`src/rtl/ternary_argmax_head_if.sv`:
```
// Stream interface for ternary_argmax_head.
// Groups the input element stream (in_valid/in_ready/in_data/relu_en), the
// replayed output stream (out_valid/out_ready/out_data/out_last/out_idx) and the
// argmax result (argmax_idx/argmax_valid).
//   master : environment side (drives in_*, relu_en and out_ready)
//   slave  : the argmax head itself
interface ternary_argmax_head_if #(
    parameter int unsigned OUT_LEN   = 8,
    parameter int unsigned BIT_WIDTH = 8
);
    localparam int unsigned IDX_W = $clog2(OUT_LEN);

    logic                 in_valid;
    logic                 in_ready;
    logic [BIT_WIDTH-1:0] in_data;
    logic                 relu_en;
    logic                 out_valid;
    logic                 out_ready;
    logic [BIT_WIDTH-1:0] out_data;
    logic                 out_last;
    logic [IDX_W-1:0]     out_idx;
    logic [IDX_W-1:0]     argmax_idx;
    logic                 argmax_valid;

    modport master (
        output in_valid, in_data, relu_en, out_ready,
        input  in_ready, out_valid, out_data, out_last, out_idx, argmax_idx, argmax_valid
    );

    modport slave (
        input  in_valid, in_data, relu_en, out_ready,
        output in_ready, out_valid, out_data, out_last, out_idx, argmax_idx, argmax_valid
    );
endinterface

```
`src/rtl/ternary_argmax_head.sv`:
```
// Classifier head behind the ternary matrix-vector multiplier.
// Collects OUT_LEN signed elements (optional per-element ReLU), tracks the running
// argmax, then replays the buffered frame with the argmax index held alongside.
// Ports:
//   clk   : single clock, posedge
//   rst_n : synchronous active-low reset
//   bus   : ternary_argmax_head_if.slave (input stream, output stream, argmax)
module ternary_argmax_head #(
    parameter int unsigned OUT_LEN   = 8,
    parameter int unsigned BIT_WIDTH = 8
) (
    input logic                  clk,
    input logic                  rst_n,
    ternary_argmax_head_if.slave bus
);
    localparam int unsigned      IDX_W    = $clog2(OUT_LEN);
    localparam logic [IDX_W-1:0] LAST_IDX = IDX_W'(OUT_LEN - 1);

    typedef enum logic {StCollect, StDrain} state_e;

    state_e                      state_q, state_d;
    logic [IDX_W-1:0]            wr_idx_q, wr_idx_d;
    logic [IDX_W-1:0]            rd_idx_q, rd_idx_d;
    logic [IDX_W-1:0]            argmax_q, argmax_d;
    logic signed [BIT_WIDTH-1:0] max_val_q, max_val_d;
    logic                        argmax_valid_q, argmax_valid_d;
    logic [BIT_WIDTH-1:0]        buf_q [OUT_LEN];
    logic [BIT_WIDTH-1:0]        buf_d [OUT_LEN];

    logic                        in_ready;
    logic                        out_valid;
    logic                        accept;
    logic                        transfer;
    logic signed [BIT_WIDTH-1:0] store_val;

    // Outputs decode registered state only; rst_n gating keeps in_ready low in reset.
    always_comb begin
        in_ready         = rst_n && (state_q == StCollect);
        out_valid        = (state_q == StDrain);
        bus.in_ready     = in_ready;
        bus.out_valid    = out_valid;
        bus.out_data     = out_valid ? buf_q[rd_idx_q] : '0;
        bus.out_idx      = rd_idx_q;
        bus.out_last     = out_valid && (rd_idx_q == LAST_IDX);
        bus.argmax_idx   = argmax_q;
        bus.argmax_valid = argmax_valid_q;
    end

    always_comb begin
        accept    = bus.in_valid && in_ready;
        transfer  = out_valid && bus.out_ready;
        store_val = (bus.relu_en && bus.in_data[BIT_WIDTH-1]) ? '0 : $signed(bus.in_data);
    end

    always_comb begin
        state_d        = state_q;
        wr_idx_d       = wr_idx_q;
        rd_idx_d       = rd_idx_q;
        argmax_d       = argmax_q;
        max_val_d      = max_val_q;
        argmax_valid_d = argmax_valid_q;
        buf_d          = buf_q;

        unique case (state_q)
            StCollect: begin
                if (accept) begin
                    buf_d[wr_idx_q] = store_val;
                    wr_idx_d        = wr_idx_q + 1'b1;
                    // First element seeds the max; later ones replace it only when
                    // strictly greater so ties keep the lowest index.
                    if (wr_idx_q == '0) begin
                        max_val_d = store_val;
                        argmax_d  = '0;
                    end else if (store_val > max_val_q) begin
                        max_val_d = store_val;
                        argmax_d  = wr_idx_q;
                    end
                    if (wr_idx_q == LAST_IDX) begin
                        state_d        = StDrain;
                        argmax_valid_d = 1'b1;
                    end
                end
            end
            StDrain: begin
                if (transfer) begin
                    rd_idx_d = rd_idx_q + 1'b1;
                    if (rd_idx_q == LAST_IDX) begin
                        state_d        = StCollect;
                        argmax_valid_d = 1'b0;
                    end
                end
            end
            default: state_d = StCollect;
        endcase
    end

    always_ff @(posedge clk) begin
        if (!rst_n) begin
            state_q        <= StCollect;
            wr_idx_q       <= '0;
            rd_idx_q       <= '0;
            argmax_q       <= '0;
            max_val_q      <= '0;
            argmax_valid_q <= 1'b0;
            buf_q          <= '{default: '0};
        end else begin
            state_q        <= state_d;
            wr_idx_q       <= wr_idx_d;
            rd_idx_q       <= rd_idx_d;
            argmax_q       <= argmax_d;
            max_val_q      <= max_val_d;
            argmax_valid_q <= argmax_valid_d;
            buf_q          <= buf_d;
        end
    end
endmodule

```
`src/flat_wrapper.sv`:
```
// flat-port wrapper written by rule: the top's interface ports become plain ports
module ternary_argmax_head_flat 
#(
    parameter int unsigned OUT_LEN   = 8,
    parameter int unsigned BIT_WIDTH = 8
)
  (clk, rst_n, bus_in_valid, bus_in_data, bus_relu_en, bus_out_ready, bus_in_ready, bus_out_valid, bus_out_data, bus_out_last, bus_out_idx, bus_argmax_idx, bus_argmax_valid);
  ternary_argmax_head_if #(.OUT_LEN(OUT_LEN), .BIT_WIDTH(BIT_WIDTH)) bus_i ();
  input logic clk;
  input logic rst_n;
  input wire logic [$bits(bus_i.in_valid)-1:0] bus_in_valid;
  input wire logic [$bits(bus_i.in_data)-1:0] bus_in_data;
  input wire logic [$bits(bus_i.relu_en)-1:0] bus_relu_en;
  input wire logic [$bits(bus_i.out_ready)-1:0] bus_out_ready;
  output wire logic [$bits(bus_i.in_ready)-1:0] bus_in_ready;
  output wire logic [$bits(bus_i.out_valid)-1:0] bus_out_valid;
  output wire logic [$bits(bus_i.out_data)-1:0] bus_out_data;
  output wire logic [$bits(bus_i.out_last)-1:0] bus_out_last;
  output wire logic [$bits(bus_i.out_idx)-1:0] bus_out_idx;
  output wire logic [$bits(bus_i.argmax_idx)-1:0] bus_argmax_idx;
  output wire logic [$bits(bus_i.argmax_valid)-1:0] bus_argmax_valid;
  assign bus_i.in_valid = bus_in_valid;
  assign bus_i.in_data = bus_in_data;
  assign bus_i.relu_en = bus_relu_en;
  assign bus_i.out_ready = bus_out_ready;
  assign bus_in_ready = bus_i.in_ready;
  assign bus_out_valid = bus_i.out_valid;
  assign bus_out_data = bus_i.out_data;
  assign bus_out_last = bus_i.out_last;
  assign bus_out_idx = bus_i.out_idx;
  assign bus_argmax_idx = bus_i.argmax_idx;
  assign bus_argmax_valid = bus_i.argmax_valid;
  ternary_argmax_head #(.OUT_LEN(OUT_LEN), .BIT_WIDTH(BIT_WIDTH)) u_core (.clk(clk), .rst_n(rst_n), .bus(bus_i));
endmodule
```
`config.mk`:
```
export PLATFORM = sky130hd
export DESIGN_NAME = ternary_argmax_head_flat
export DESIGN_NICKNAME = d
export VERILOG_FILES = /design/src/rtl/ternary_argmax_head_if.sv /design/src/rtl/ternary_argmax_head.sv /design/src/flat_wrapper.sv
export SDC_FILE = /design/constraint.sdc
export NUM_CORES = 1
export LEC_CHECK = 0
export ABC_CLOCK_PERIOD_IN_PS = 2200
export CAP_MARGIN = 20
export CORE_UTILIZATION = 45
export CTS_CLUSTER_DIAMETER = 40
export DETAILED_ROUTE_END_ITERATION = 8
export PLACE_DENSITY = 0.67
export SYNTH_ARGS = -nofsm -noshare
export SYNTH_HDL_FRONTEND = slang
export SYNTH_SLANG_ARGS = --single-unit
```
`constraint.sdc`:
```
create_clock -name clk -period 2.2 [get_ports clk]
set_input_delay 0.44 -clock clk [delete_from_list [all_inputs] [get_ports clk]]
set_output_delay 0.44 -clock clk [all_outputs]
set_load 0.02 [all_outputs]
```
# ---- Yosys cells after proc, flatten, opt, wreduce, memory -nomap -nowiden
# Index checks and enable logic that the tools add are counted.
dict set report classes {
  add_sub_neg 2
  order_cmp 4
  n_eq_ne 6
  muxes 22
  bitwise_logic 3
  n_reduce_logical 12
}
# op count
set ops {}
lappend ops {{$bwmux 64} 1}
lappend ops {{$mux 8} 7}
lappend ops {{$bmux 8 s3} 1}
lappend ops {{$demux 8 s3} 1}
lappend ops {{$ge 4x4->1 const B} 2}
lappend ops {{$gt 8x8->1} 1}
lappend ops {{$mux 1} 8}
lappend ops {{$not 3->4} 2}
lappend ops {{$add 3x1->3 const B} 2}
lappend ops {{$eq 3x3->1 const B} 2}
lappend ops {{$logic_and 1x1->1} 6}
lappend ops {{$mux 3} 2}
lappend ops {{$ne 2x2->1 const B} 3}
lappend ops {{$lt 4x1->1 const B} 1}
lappend ops {{$pmux 1 s2} 2}
lappend ops {{$reduce_and 2->1} 2}
lappend ops {{$reduce_and 4->1} 1}
lappend ops {{$logic_not 3->1} 1}
lappend ops {{$reduce_and 3->1} 1}
lappend ops {{$ne 2x1->1 const B} 1}
lappend ops {{$reduce_bool 2->1} 1}
lappend ops {{$not 1->1} 1}
dict set report totals {
  register_bits 83
  input_bits 13
  output_inout_bits 18
  word_cells 63
}

# ---- Depth between registers and ports, before layout
# Gate-level depths: netlist of run 1.
dict set report logic_depth {
  ltp_word 6
  mapped_depth 10
  ltp_nobuf 9
}

# ---- Worst setup path after synthesis of run 1
# No wires, ideal clock.
dict set report synth_path {
  path_kind {input-to-reg}
  from {in bus_relu_en}
  to {reg u_core.max_val_q[0]}
  arrival_ps 2212
  slack_ps -83
  stages 9
  path_cell_list {nand2_1 -> nand2_1 -> inv_1 -> ha_1 -> a21oi_1 -> o211ai_1 -> a311o_1 -> o21ai_4 -> mux2i_1}
}
dict set report synth_via {
  elab_chain_cells 5
  word_cells_on_any_way 7
}
# item line_no
set synth_lines {}
lappend synth_lines {{start: declaration} flat_wrapper.sv:13} ;# input wire logic [$bits(bus_i.relu_en)-1:0] bus_relu_en;
lappend synth_lines {{$logic_and 1x1->1} ternary_argmax_head.sv:52} ;# store_val = (bus.relu_en && bus.in_data[BIT_WIDTH-1]) ? '0 : $signed(bus.in_data);
lappend synth_lines {{$mux 8} ternary_argmax_head.sv:52}
lappend synth_lines {{net u_core.store_val[3]} ternary_argmax_head.sv:34} ;# logic signed [BIT_WIDTH-1:0] store_val;
lappend synth_lines {{$gt 8x8->1} ternary_argmax_head.sv:74} ;# end else if (store_val > max_val_q) begin
lappend synth_lines {{$reduce_bool 2->1 (no line)} -}
lappend synth_lines {{$reduce_and 3->1 (no line)} -}
lappend synth_lines {{end signal: assignment} ternary_argmax_head.sv:111} ;# max_val_q <= max_val_d;
lappend synth_lines {{end: declaration} ternary_argmax_head.sv:25} ;# logic signed [BIT_WIDTH-1:0] max_val_q, max_val_d;
# The timed path passes the listed nets, and every way through them passes these cells. The select of a mux whose other input is x is not followed.
# A chain may end at the register's enable or synchronous reset.

# ---- Final worst setup path of run 1
dict set report layout_path {
  from {reg u_core.rd_idx_q[0] (netlist: u_core.bus.out_idx[0])}
  to {out bus_out_data[4]}
}
dict set report layout_via {
  elab_chain_cells 5
}
# item line_no
set layout_lines {}
lappend layout_lines {{start: declaration} ternary_argmax_head.sv:23} ;# logic [IDX_W-1:0] rd_idx_q, rd_idx_d;
lappend layout_lines {{start signal: assignment} ternary_argmax_head.sv:109} ;# rd_idx_q <= rd_idx_d;
lappend layout_lines {{$not 3->4 (not written as such)} ternary_argmax_head.sv:42} ;# bus.out_data = out_valid ? buf_q[rd_idx_q] : '0;
lappend layout_lines {{$bmux 8 s3} ternary_argmax_head.sv:42}
lappend layout_lines {{$mux 8 (not written as such) (2 in a row)} ternary_argmax_head.sv:42}
lappend layout_lines {{$mux 8} ternary_argmax_head.sv:42}
lappend layout_lines {{end: declaration} flat_wrapper.sv:17} ;# output wire logic [$bits(bus_i.out_data)-1:0] bus_out_data;
# Every way passes these cells. The select of a mux whose other input is x is not followed.

==> reports/qor.yml, run 1 <==
min_period_ns: 2.36
wire_per_inst_um: 16.1
grt_pass1_wl_um: 14900
port_buffers: 30
status: "finished, violations left"
insertedDiodeCount: 0
fmax_ghz: 0.424
worstMarginPinSlew_ns: 0.730
area_delta_synth_final_pct: 28.5
gp_congestion: 0.864
peakVddDrop_uv: 320
cts_tree: "built"
synth_cell_types: 39
grt_pass1_vias: 3017
fillers: 710
worst_path_max_delay_cell: "mux4_2"
r2r-end: "u_core.max_val_q[7]"
drt-total-wl_um: 9410
holdPathEnd: "u_core.max_val_q[5]"
drive_gt1_share_pct: 25.2
h-tree-depth: 3
dieArea_sq_um: 9120
end_kind: "primary output"
powerDensity_nw_per_um2: 631
placementRows: 33
cts_buffer_depth: 2
critical_path.top_delay_family: "multiplexers"
numCtsBuffers: 9
stdcell_count: 585
yosys_register_bits: 83
violations: "setup timing"
min_from: "u_core.max_val_q[5]"
rsz0062_at_grt: "true"
fin_ws_ns: -0.157
power_uw: 3190
crit_type: "register to primary output"
fin_crit_sh_pct: 107
yosysSeqAreaShare_pct: 42.2
crit_path_start_kind: "register"
pre_cts_slack_ns: -0.529
r2r_start: "u_core.max_val_q[7]"
relSlewSlack_pct: 51.3
hold_violations: 0
grt_max_degree: 71
cp_data_arrival_time_ns: 1.92
cp_max_fo: 4
synthCells: 409
ys_warn_count: 0
dp_hpwl_um: 6400
cp_slowest_stage_delay_ns: 0.50
dr_total_vias: 3091
slew_violations: 0
cp.required_ns: 1.76
grt.overflow.total: 0
dr.pass1.iters: 4
netlist_area_sq_um: 3930
cts_root_buf: "clkbuf_8"
initial_core_util_pct: 47.2
hp-class: "register to register"
syn_area_per_cell_sq_um: 9.62
cts.clk_slew.worst_paths_ns: 0.09
avgViaCountPerCell: 5.28
final_common_cell: "dfxtp_1"
crit_buf_inv: 3
whs_path_depth: 2
dp.cells: 566
cts.sinks: 83
skew_ns: 0.0136
path_cells: "buf_12 -> buf_16 -> mux4_2 -> mux2i_2 -> nor2b_1 -> buf_4"
clk_latency_ns: 0.35
nets: 502
grt_usage_pct: 22.1
drc: 0
die_h_um: 95.5
cap_violations: 0
io-pin-count: 31
antenna_found_initial: 0
syn_nets: 435
layout_common_cells: "dfxtp_1 (81), nor2_1 (76), mux2i_1 (58)"
reg2reg_depth: 8
die_w_um: 95.5
reg2reg_setup_slack_ns: 0.30
setup_viol: 7
postRouteAntennaNets: 0
design.core.area_sq_um: 8340
drt_iter0_drc: 153
p_leak_uw: 0.00203
path_depth: 6
crit_start: "u_core.bus.out_idx[0]"
worst max path at each step:
stage / endpoint / slack (ns)
after floorplan: u_core.max_val_q[0] / 0.006
after global routing: bus_out_data[4] / -0.21
after global placement: u_core.max_val_q[7] / -0.45
after detailed placement: u_core.max_val_q[2] / -0.53
after CTS: bus_out_data[4] / -0.17
final: bus_out_data[4] / -0.16
cells by family (layout without fill, tap and decap cells):
kind of cell | count (synthesis) | in the layout | share of synthesized area (%)
mux | 75 | 75 | 24.2
xor+xnor | 1 | 1 | 0.223
compound gates | 41 | 41 | 6.33
flops | 83 | 83 | 42.2
simple gates | 153 | 153 | 18.2
fa+ha+maj | 13 | 13 | 4.13
buf+inv | 43 | 114 | 4.74
cells in the mapped netlist:
master,number,share of area (%)
nor2_1,76,7.3
a211oi_1,1,0.19
inv_2,2,0.19
xor2_1,1,0.22
clkbuf_2,1,0.13
nand2b_1,2,0.32
mux4_2,16,9.2
o31ai_1,1,0.19
buf_6,1,0.29
nand3_2,1,0.25
nand3_1,12,1.5
nor3b_1,1,0.19
nand2_4,1,0.29
mux2i_1,59,15
nand2_1,36,3.4
a311o_1,1,0.25
o22ai_1,2,0.32
o32ai_1,1,0.22
buf_4,3,0.57
buf_2,4,0.51
and2_1,2,0.32
a21oi_1,28,3.6
nor2b_1,11,1.7
nand3b_4,1,0.51
nor3_4,2,0.83
nor2_2,2,0.32
inv_1,18,1.7
o21ai_4,1,0.41
o211ai_1,1,0.19
ha_1,13,4.1
or4_1,1,0.19
a22oi_1,1,0.19
o311ai_0,1,0.22
dfxtp_1,83,42
o21a_1,3,0.57
nor2_4,1,0.29
nand4_1,3,0.48
clkbuf_1,14,1.3
and3b_1,1,0.22
flip-flops by register name, summed over array words and instances (netlist names):
| register | count |
|---|---|
| u_core.bus.out_idx | 3 |
| u_core.max_val_q | 8 |
| u_core.bus.argmax_idx | 3 |
| u_core.bus.argmax_valid | 1 |
| u_core.buf_q | 64 |
| u_core.bus.out_valid | 1 |
| u_core.wr_idx_q | 3 |
metal layers:
layer	GRT usage (%)	vias up	part of all wire, %
li1	-	1536	-
met4	8.58	0	1.8
met5	0	-	0
met3	3.19	14	2.3
met1	27.8	1494	46
met2	38.0	47	50
final cells by class:
| cell class | count | area [sq um] | area share, % |
|---|---|---|---|
| clock buffer | 9 | 124 | 2.45 |
| inverter | 20 | 75.1 | 1.48 |
| tap | 105 | 131 | 2.60 |
| timing repair buffer | 79 | 777 | 15.4 |
| multi-input combinational | 283 | 2170 | 42.9 |
| sequential | 83 | 1670 | 33.0 |
| clock inverter | 6 | 113 | 2.23 |
tightest hold or removal path: stages, from the launching register on:
cell and delay [ns]:
dfxtp_1 0.31, nand2_1 0.05, mux2i_1 0.05
per-stage QoR:
| stage | setup TNS (ns) | utilization (%) | cell area [sq um] | hold slack [ns] |
|---|---|---|---|---|
| after floorplan | 0 | - | 3950 | 0.433 |
| after global placement | -6.06 | 56.3 | 4690 | 0.439 |
| after detailed placement | -7.14 | 56.3 | 4690 | 0.449 |
| after CTS | -0.870 | 59.8 | 4990 | 0.460 |
| after global routing | -1.30 | 60.6 | 5060 | 0.482 |
| final | -0.705 | 60.6 | 5060 | 0.462 |
where the power goes:
group | switching, uW | internal (uW) | total [uW] | leakage, uW
Combinational | 188 | 155 | 344 | 0.00123
Clock | 550 | 752 | 1300 | 0.000120
Sequential | 19.3 | 1530 | 1540 | 0.000672
what timing repair did:
action | 4_1_cts | 5_1_grt
endpoints found under the setup margin | 21 | 19
setup buffers | 1 | 2
pin swaps | 3 | 6
hold buffers | 0 | 0
cloned | 2 | 0
gates resized for setup | 52 | 10
Note: power is estimated with default switching activity, not from simulation.
==> run 2: changes to the inputs <==
- SETUP_SLACK_MARGIN: unset -> 0.5
==> reports/qor.yml, run 2 (same netlist as run 1, synthesis figures left out) <==
status: "finished, violations left"
violations: "setup timing"
numCtsBuffers: 9  # unchanged
placementRows: 33  # unchanged
grt.overflow.total: 0  # unchanged
power_uw: 3060  # -4.0%
slew_violations: 0  # unchanged
wire_per_inst_um: 16.9  # +5.2%
drt_iter0_drc: 161  # +5.2%
relSlewSlack_pct: 53.3  # +2.0 points
cts.clk_slew.worst_paths_ns: 0.09  # about the same
grt_pass1_wl_um: 16500  # +11%
io-pin-count: 31  # unchanged
r2r_start: "u_core.max_val_q[3]"
insertedDiodeCount: 0  # unchanged
min_from: "u_core.buf_q[60]"
layout_common_cells: "dfxtp_1 (73), nor2_1 (69), mux2i_1 (55)"
holdPathEnd: "u_core.buf_q[60]"
crit_path_start_kind: "register"
avgViaCountPerCell: 5.35  # +1.3%
dr_total_vias: 3308  # +7.0%
tns_ns: -0.537  # +0.168 ns
hold_violations: 0  # unchanged
end_kind: "primary output"
p_leak_uw: 0.00224  # +11%
pre_cts_slack_ns: -0.642  # -0.113 ns
dp_hpwl_um: 6390  # -0.21%
fmax_ghz: 0.431  # +1.7%
placed_area_sq_um: 4780  # +1.8%
drt-total-wl_um: 10400  # +11%
gp_congestion: 0.772  # -11%
largest_reg_flops: 64  # unchanged
design.core.area_sq_um: 8340  # unchanged
worstMarginPinSlew_ns: 0.700  # -0.0297 ns
die_h_um: 95.5  # unchanged
hp-class: "register to register"
cp_data_arrival_time_ns: 1.88  # -0.04 ns
peakVddDrop_uv: 596  # +86%
cts_buffer_depth: 2  # unchanged
clk_latency_ns: 0.35  # about the same
final_common_cell: "dfxtp_1"
whs_path_depth: 2  # unchanged
reg2reg_depth: 8  # unchanged
postRouteAntennaNets: 0  # unchanged
dr.pass1.iters: 4  # unchanged
reg.largest.list: "u_core.buf_q x64, u_core.max_val_q x8"
drc: 0  # unchanged
r2r-end: "u_core.max_val_q[2]"
cts_root_buf: "clkbuf_8"
port_buffers: 30  # unchanged
fin_crit_sh_pct: 105  # -1.8 points
setup_viol: 8  # +1
skew_ns: 0.0134  # -0.000151 ns
dieArea_sq_um: 9120  # unchanged
grt_pass1_vias: 3310  # +9.7%
antenna_found_initial: 0  # unchanged
fin_ws_ns: -0.118  # +0.0394 ns
cp_max_fo: 5  # +1
regMostFlops: "u_core.buf_q"
cp.required_ns: 1.76  # about the same
reg2reg_setup_slack_ns: 0.35  # +0.05 ns
powerDensity_nw_per_um2: 548  # -13%
nets: 534  # +6.4%
cts.sinks: 83  # unchanged
grt_usage_pct: 24.3  # +2.2 points
area_delta_synth_final_pct: 42.1
die_w_um: 95.5  # unchanged
final_cell_area_sq_um: 5590  # +11%
grt_max_degree: 71  # unchanged
h-tree-depth: 3  # unchanged
cap_violations: 0  # unchanged
initial_core_util_pct: 47.2  # unchanged
min_period_ns: 2.32  # -0.0394 ns
rsz0062_at_grt: "true"
drive_gt1_share_pct: 40.0  # +15 points
cts_tree: "built"
crit_type: "register to primary output"
[run 2: worst max path at each step]
stage                                    end             startpoint  depth (start not counted)
finish                       bus_out_data[4]  u_core.bus.out_idx[0]                          6
CTS                          bus_out_data[4]  u_core.bus.out_idx[0]                          6
detailed placement       u_core.max_val_q[7]         bus_in_data[7]                          9
floorplan                u_core.max_val_q[0]         bus_in_data[7]                          8
global placement    u_core.bus.argmax_idx[2]            bus_relu_en                         12
global route                 bus_out_data[4]  u_core.bus.out_idx[0]                          6
[run 2: routing by layer]
layer | global-route usage, % | part of all wire, % | routed length (um)
met5 | 0 | 0 | 0
met4 | 6.84 | 1.5 | 155
met3 | 4.86 | 5.0 | 518
met2 | 43.0 | 52 | 5420
met1 | 29.8 | 42 | 4350
[run 2: power breakdown]
group | internal [uW] | switching [uW]
Combinational | 238 | 246
Sequential | 1530 | 22.5
Clock | 448 | 583
Total | 2210 | 851
[run 2: critical path, cell delays in order (launching register included)]
cell and delay (ns):
dfxtp_4 0.41, buf_12 0.12, buf_16 0.12, mux4_2 0.51, mux2i_1 0.14, nor2b_1 0.07, buf_2 0.15
[run 2: metrics by stage]
stage | utilization, % | hold WS, ns | instances
finish | 67.0 | 0.465 | 618
global route | 67.0 | 0.485 | 618
CTS | 64.4 | 0.462 | 612
detailed placement | 57.3 | 0.451 | 566
global placement | 57.3 | 0.444 | 566
floorplan | - | 0.433 | 409
[run 2: timing repair]
item / CTS / global route
cloned: 1 / 2
hold buffers: 0 / 0
endpoints found under the setup margin: 87 / 72
resized for setup: 131 / 53
buffers inserted: 29 / 4
endpoints found under the hold margin: 0 / 0
pin swaps: 24 / 8
[run 2: cell type report]
cell class / instances / area [sq um]
Clock buffer: 10 / 138
Clock inverter: 6 / 48.8
Fill cell: 637 / 2750
Inverter: 20 / 85.1
Multi-Input combinational cell: 283 / 2390
Sequential cell: 83 / 1680
Tap cell: 105 / 131
Timing Repair Buffer: 111 / 1120
